## src/rtl/m_store_buf.sv

```systemverilog
`default_nettype none
// ---------------------------------------------------------------------------
// m_store_buf : store address check, lane formatting and 2-entry bus FIFO
// Rev 1.0
// ---------------------------------------------------------------------------
module m_store_buf (
  input  logic        clk,
  input  logic        reset,
  input  logic        st_valid,
  input  logic [1:0]  M_sel_st,
  input  logic [31:0] addr,
  input  logic [31:0] wdata,
  input  logic        Ov,
  input  logic        flush,
  input  logic        bus_ready,
  output logic        AdES,
  output logic        stall,
  output logic        bus_valid,
  output logic [31:0] bus_addr,
  output logic [3:0]  bus_byteen,
  output logic [31:0] bus_wdata,
  output logic        buf_empty
);

  localparam logic [1:0] SEL_SW   = 2'b00;
  localparam logic [1:0] SEL_SH   = 2'b01;
  localparam logic [1:0] SEL_SB   = 2'b10;
  localparam logic [1:0] SEL_NONE = 2'b11;

  logic        is_store;
  logic        in_dm, in_tc0, in_tc1, in_misc, in_cnt;
  logic        misalign;
  logic        st_ok, push, pop;
  logic [3:0]  fmt_byteen;
  logic [31:0] fmt_wdata;

  logic [1:0]  count_q, count_d;
  logic        wptr_q, rptr_q;
  logic [31:0] addr_q   [2];
  logic [3:0]  byteen_q [2];
  logic [31:0] wdata_q  [2];

  assign is_store = st_valid && (M_sel_st != SEL_NONE);

  assign in_dm   = (addr <= 32'h0000_2FFF);
  assign in_tc0  = (addr >= 32'h0000_7F00) && (addr <= 32'h0000_7F0B);
  assign in_tc1  = (addr >= 32'h0000_7F10) && (addr <= 32'h0000_7F1B);
  assign in_misc = (addr >= 32'h0000_7F20) && (addr <= 32'h0000_7F23);
  // Timer count registers are read-only from the store side
  assign in_cnt  = ((addr >= 32'h0000_7F08) && (addr <= 32'h0000_7F0B)) ||
                   ((addr >= 32'h0000_7F18) && (addr <= 32'h0000_7F1B));

  assign misalign = ((M_sel_st == SEL_SW) && (addr[1:0] != 2'b00)) ||
                    ((M_sel_st == SEL_SH) && addr[0]);

  assign AdES = is_store &&
                (Ov || !(in_dm || in_tc0 || in_tc1 || in_misc) || misalign ||
                 ((M_sel_st != SEL_SW) && (in_tc0 || in_tc1)) || in_cnt);

  assign st_ok = is_store && !AdES && !flush;
  assign pop   = (count_q != 2'd0) && bus_ready;
  assign push  = st_ok && ((count_q != 2'd2) || pop);
  assign stall = st_ok && (count_q == 2'd2) && !pop;

  always_comb begin
    fmt_byteen = 4'b0000;
    fmt_wdata  = 32'h0;
    case (M_sel_st)
      SEL_SW: begin
        fmt_byteen = 4'b1111;
        fmt_wdata  = wdata;
      end
      SEL_SH: begin
        fmt_byteen = addr[1] ? 4'b1100 : 4'b0011;
        fmt_wdata  = {2{wdata[15:0]}};
      end
      SEL_SB: begin
        fmt_byteen = 4'b0001 << addr[1:0];
        fmt_wdata  = {4{wdata[7:0]}};
      end
      default: ;
    endcase
  end

  always_comb begin
    count_d = count_q;
    case ({push, pop})
      2'b10:   count_d = count_q + 2'd1;
      2'b01:   count_d = count_q - 2'd1;
      default: ;
    endcase
  end

  always_ff @(posedge clk or negedge reset) begin
    if (!reset) begin
      count_q <= 2'd0;
      wptr_q  <= 1'b0;
      rptr_q  <= 1'b0;
      for (int i = 0; i < 2; i++) begin
        addr_q[i]   <= 32'h0;
        byteen_q[i] <= 4'b0000;
        wdata_q[i]  <= 32'h0;
      end
    end else begin
      count_q <= count_d;
      if (pop) rptr_q <= ~rptr_q;
      if (push) begin
        addr_q[wptr_q]   <= {addr[31:2], 2'b00};
        byteen_q[wptr_q] <= fmt_byteen;
        wdata_q[wptr_q]  <= fmt_wdata;
        wptr_q           <= ~wptr_q;
      end
    end
  end

  assign bus_valid  = (count_q != 2'd0);
  assign buf_empty  = (count_q == 2'd0);
  assign bus_addr   = bus_valid ? addr_q[rptr_q]   : 32'h0;
  assign bus_byteen = bus_valid ? byteen_q[rptr_q] : 4'b0000;
  assign bus_wdata  = bus_valid ? wdata_q[rptr_q]  : 32'h0;

endmodule
`default_nettype wire

```

## config.mk

```make
export PLATFORM = sky130hd
export DESIGN_NAME = m_store_buf
export DESIGN_NICKNAME = d
export VERILOG_FILES = /design/src/rtl/m_store_buf.sv
export SDC_FILE = /design/constraint.sdc
export NUM_CORES = 1
export LEC_CHECK = 0
export ABC_AREA = 1
export CAP_MARGIN = 20
export CORE_MARGIN = 2
export CORE_UTILIZATION = 44
export CTS_BUF_LIST = sky130_fd_sc_hd__clkbuf_16
export CTS_CLUSTER_DIAMETER = 40
export CTS_CLUSTER_SIZE = 14
export DETAILED_ROUTE_END_ITERATION = 6
export MAX_ROUTING_LAYER = met4
export PLACE_DENSITY = 0.7
export SKIP_LAST_GASP = 1
export SLEW_MARGIN = 20
export SYNTH_ARGS = -nofsm -noshare
export SYNTH_HDL_FRONTEND = slang
export SYNTH_SLANG_ARGS = --single-unit
```

## constraint.sdc

```tcl
create_clock -name clk -period 2.45 [get_ports clk]
set_input_delay 0.3675 -clock clk [delete_from_list [all_inputs] [get_ports clk]]
set_output_delay 0.3675 -clock clk [all_outputs]
set_load 0.02 [all_outputs]
```

# Word level (Yosys, flattened, before mapping)
# Cells that the tools add are included.
# Widths: inputs -> output; s select.
[totals]
output_inout_bits = 72
inputBits = 72
register_bits = 140
[op_classes]
eq_ne = 7
n_shift = 1
n_bitwise = 4
n_lt_le_gt_ge = 12
reduce_logical = 38
muxes = 23
addsub = 2
[ops]
columns = ["cell", "n"]
rows = [
  ["$mux 32", 9],
  ["$ge 32x15->1 const B", 5],
  ["$bwmux 64", 2],
  ["$le 32x15->1 const B", 3],
  ["$pmux 32 s3", 1],
  ["$demux 32 s1", 1],
  ["$le 32x14->1 const B", 1],
  ["$mux 4", 6],
  ["$logic_and 1x1->1", 17],
  ["$pmux 4 s3", 1],
  ["$logic_or 1x1->1", 11],
  ["$bwmux 8", 1],
  ["$reduce_bool 2->1", 4],
  ["$eq 2x2->1 const B", 3],
  ["$demux 4 s1", 1],
  ["$eq 2x1->1 const B", 2],
  ["$ge 2x2->1 const B", 2],
  ["$logic_not 1->1", 4],
  ["$logic_not 2->1", 2],
  ["$ne 2x2->1 const B", 2],
  ["$not 1->2", 2],
  ["$pmux 2 s2", 1],
  ["$shl 1x2->4 const A", 1],
  ["$add 2x1->2 const B", 1],
  ["3 further kinds", 4],
]

# Longest topological paths before layout
[logic_depth]
word_depth = 17
mapped_depth = 17

# Least setup slack after synthesis
# Ideal clock, no wire load.
[synth_timing]
path_kind = "input to register"
startpoint = "input port addr[3]"
endpoint = "register count_q[1]"
slack_ns = 0.335
setup_ns = 0.131
arrival_ns = 1.984
stages = 14
path_cell_list = "buf_2 > nand3_1 > nand2_1 > nand3_1 > nor2_1 > nand2_1 > clkinv_1 > a21oi_1 > nor2_4 > nand3_1 > ha_1 > a21oi_1 > o21ai_0 > xor2_1"
[synth_via]
elab_chain_cells = 17
elab_cells_between_ends = 34
cone_classes = "order compare: 9; eq/ne: 2; mux: 1; reduce/logical: 22"
[synth_rtl]
columns = ["item", "line_no", "text"]
rows = [
  ["start, declared", "11", "input logic [31:0] addr,"],
  ["$ge 32x15->1 / $le 32x15->1 (equally long branches)", "46, 50", ""],
  ["$logic_and 1x1->1", "46", "assign in_tc0 = (addr >= 32'h0000_7F00) && (addr <= 32'h0000_7F0B);"],
  ["$logic_or 1x1->1 (3 in series)", "57", "(Ov || !(in_dm || in_tc0 || in_tc1 || in_misc) || misalign ||"],
  ["$logic_not 1->1", "57", ""],
  ["$logic_or 1x1->1 (3 in series)", "57", ""],
  ["$logic_or 1x1->1 (*)", "58", "((M_sel_st != SEL_SW) && (in_tc0 || in_tc1)) || in_cnt);"],
  ["$logic_and 1x1->1 (*)", "56", "assign AdES = is_store &&"],
  ["$logic_not 1->1 (*)", "60", "assign st_ok = is_store && !AdES && !flush;"],
  ["$logic_and 1x1->1 (*) (2 in series)", "60", ""],
  ["$logic_and 1x1->1 (*)", "62", "assign push = st_ok && ((count_q != 2'd2) || pop);"],
  ["$eq 2x1->1 / $eq 2x2->1 (equally long branches)", "87", "case ({push, pop})"],
  ["$pmux 2 s2 / $reduce_bool 2->1 (equally long branches)", "-", ""],
  ["end signal, assigned", "105", "count_q <= count_d;"],
  ["end, declared", "37", "logic [1:0] count_q, count_d;"],
]
# Every way passes the cells marked *; elsewhere a longest branch is shown, timed or not.
# A chain may end at the register's enable or synchronous reset.

# Final worst setup path
[layout_timing]
startpoint = "register rptr_q"
endpoint = "output port bus_wdata[10]"
[layout_via]
elab_chain_cells = 5
[layout_rtl]
columns = ["item", "line_no", "text"]
rows = [
  ["start, declared", "38", "logic wptr_q, rptr_q;"],
  ["start signal, assigned", "106", "if (pop) rptr_q <= ~rptr_q;"],
  ["$not 1->2 (implied by the code)", "120", "assign bus_wdata = bus_valid ? wdata_q[rptr_q] : 32'h0;"],
  ["$mux 32 (implied by the code) (3 in series)", "120", ""],
  ["$mux 32", "120", ""],
  ["end, declared", "21", "output logic [31:0] bus_wdata,"],
]
# Every way passes these cells. The select of a mux whose other input is x is not followed.

==> results.toml <==
[run_status]
outcome = "finished, final reports clean"

[floorplanning]
coreArea_um2 = 15770
num_rows = 46
ios = 144
dieArea_um2 = 16990
fp.dieW_um = 130.4
start_util_pct = 44.54
die_h_um = 130.4

[worst_hold_path]
hold_class = "in -> reg"

[clocking]
worstSkewPairLatency_ps = 430
clockRootBuffer = "clkbuf_16"
cts_max_path_buffers = 2
clkTransAtPathRegs_ps = 60
cts_tree = "yes"
clock_sink_count = 136
htreeDepth = 4
cts_made_buffers = 17

[sta]
fin_skew_ps = 8.188
hold_violations = 0
finalSetupTns_ps = 0
period_minus_slack_ps = 2402
timing.fmax_ghz = 0.4164
grt_setup_unrepaired = "true"
period_share_pct = 98.03
finalSetupViolCount = 0
slew_headroom_pct = 58.08
slew_violations = 0
tightestPinTransition_ps = 628.8

[setup_path]
crit_type = "reg -> out"
reg2reg_setup_slack_ps = 670
critPathLaunch = "rptr_q"
r2r_end = "count_q[1]"
r2r_cells = 9
start_kind = "flip-flop"
arrival_ps = 2030
critical_path.endpoint = "bus_wdata[10]"
required_ps = 2080
r2r_start = "count_q[0]"
crit_path_end_kind = "output pin"
crit_fanout = 24

[logic_synthesis]
synth-seq-area-share_pct = 48.45
synth-edff-count = 0
synth-seq-cells = 136
synth.area.top_cells = "dfrtp_1, nand2_1, nand3_1"
syn_inst = 962
yosysMostFrequentCell = "nand2_1"
synth_cell_types = 27
async_flop_share_pct = 100.0
synth_top_area_cell = "dfrtp_1"
yosysWarnings = 0
syn_avg_cell_area_um2 = 7.302
synth_common_cells = "nand2_1, dfrtp_1, nand3_1"
synth_top_area_share_pct = 48.45
syn_area_um2 = 7024
ys.flop_type = "dfrtp_1"

[pwr]
powerDensity_nw_per_um2 = 714.9
swShare_pct = 33.01
cellLeakagePower_uw = 0.005571
combPwrFrac_pct = 29.2
p_sw_uw = 2306
vdd_drop_max_v = 0.0008354
power.internal_uw = 4681
p_clk_share_pct = 37.6
power_frac_seq_pct = 33.2

[placement]
hpwl_um = 13320
place_area_um2 = 8897
place.port_buffers = 141
place_congestion = 0.8676

[detailed_routing]
avgRoutedWirePerCell_um = 15.50
dr.pass1.iters = 6
ant_nets = 0
routed_via_density = 5.122
drt_iter0_drc = 493
vias = 6920
post-route-drc-count = 0
drt_wl_total_um = 20950

[layout]
final_cell_area_um2 = 9773
syn2layout_area_growth_pct = 39.13
antenna_cells = 0
drive_gt1_share_pct = 11.63
nets = 1195

[grt]
overflow = 0
antenna_found_initial = 0
grt_pass1_wl_um = 33050
grt_util_all_layers_pct = 25.97
grt_max_degree = 85
first_global_vias = 6546

[job]
max-cap-violations = 0
-- sequential cells by signal, indices dropped and copies added (netlist names) --
| signal | flops |
|---|---|
| byteen_q | 8 |
| rptr_q | 1 |
| count_q | 2 |
| wptr_q | 1 |
| wdata_q | 64 |
| addr_q | 60 |
-- final cells by class --
type	instances	area, µm²
flip-flops and latches	136	3406
inverters	76	289.0
fillers	1446	5997
clock buffers	17	425.4
repair buffers	199	2110
clock inverters	15	173.9
multi-input cells	692	3099
well taps	216	270.3
-- critical path: stages (launching register included) --
cell	delay (ps)
dfrtp_2	450
inv_1	140
bufbuf_16	350
nand2_1	60
a21oi_1	230
dlygate4sd2_1	370
-- kinds of logic after synthesis --
kind of cell | after synthesis | share of synthesized area [%]
buffers and inverters | 135 | 8.283
xor gates and xnor gates | 3 | 0.3741
other | 1 | 0.05339
DFF | 136 | 48.45
adders and majority gates | 1 | 0.1781
and+or+nand+nor | 568 | 33.97
AOI/OAI and AO/OA | 118 | 8.693
-- through the flow --
| stage | utilization (%) | instances | power, µW | hold WS (ps) | setup slack (ps) |
|---|---|---|---|---|---|
| 2_1_floorplan | - | 963 | 3260 | 71.91 | 335.1 |
| 3_3_place_gp | 56.42 | 1313 | 4146 | 376.9 | -451.0 |
| 3_5_place_dp | 56.42 | 1313 | 4155 | 378.7 | -479.3 |
| 4_1_cts | 60.46 | 1348 | 6934 | 468.5 | -76.12 |
| 5_1_grt | 61.97 | 1351 | 7284 | 291.7 | -70.26 |
| 6_report | 61.97 | 1351 | 6987 | 277.6 | 48.19 |
-- power by group through the flow --
stage | registers [µW] | clock network [µW] | logic (µW)
3_3_place_gp | 2350 | 0 | 1800
5_1_grt | 2330 | 2780 | 2180
6_report | 2320 | 2630 | 2040
4_1_cts | 2310 | 2650 | 1970
2_1_floorplan | 2330 | 0 | 927
3_5_place_dp | 2350 | 0 | 1810
-- routing by layer --
metal  vias to the layer above  global-route usage [%]  wire [µm]  share of wire, %
met5                         -                       -          0                 0
met4                         0                   8.698        449               2.1
met3                        40                   4.633       1374               6.6
met2                       304                   41.05       9936                47
met1                      3225                   34.08       9185                44
li1                       3351                       -          -                 -
-- repair_timing --
action / in CTS / in global routing
setup buffers: 1 / 2
endpoints found under the setup margin: 53 / 52
hold buffers: 1 / 0
endpoints found under the hold margin: 35 / 0
pin swaps: 0 / 10
gates resized for setup: 37 / 76
gates cloned: 1 / 1
-- worst min-delay path by stage --
stage,to,cells after the start,start
after global routing,addr_q[14],3,addr[14]
after detailed placement,addr_q[63],1,reset
after CTS,addr_q[63],2,reset
after floorplan,addr_q[10],0,reset
final,addr_q[14],3,addr[14]
after global placement,addr_q[51],1,reset
-- placed cells by master, fill, tap and decap left out, types with 3 or more instances in the layout --
master,count
nand3_1,99
buf_12,7
nand2_2,4
dfrtp_1,134
clkdlybuf4s50_1,58
nand2_1,364
clkinvlp_4,3
nor2_4,4
dlymetal6s2s_1,55
nor2_1,71
o21ai_0,36
o211ai_1,8
clkbuf_16,18
nand3_2,12
dlygate4sd2_1,24
nor2_2,8
inv_2,5
inv_6,5
buf_4,47
clkinv_1,3
inv_1,70
a21oi_1,71
bufinv_16,3
Note: power is estimated with default switching activity, not from simulation.
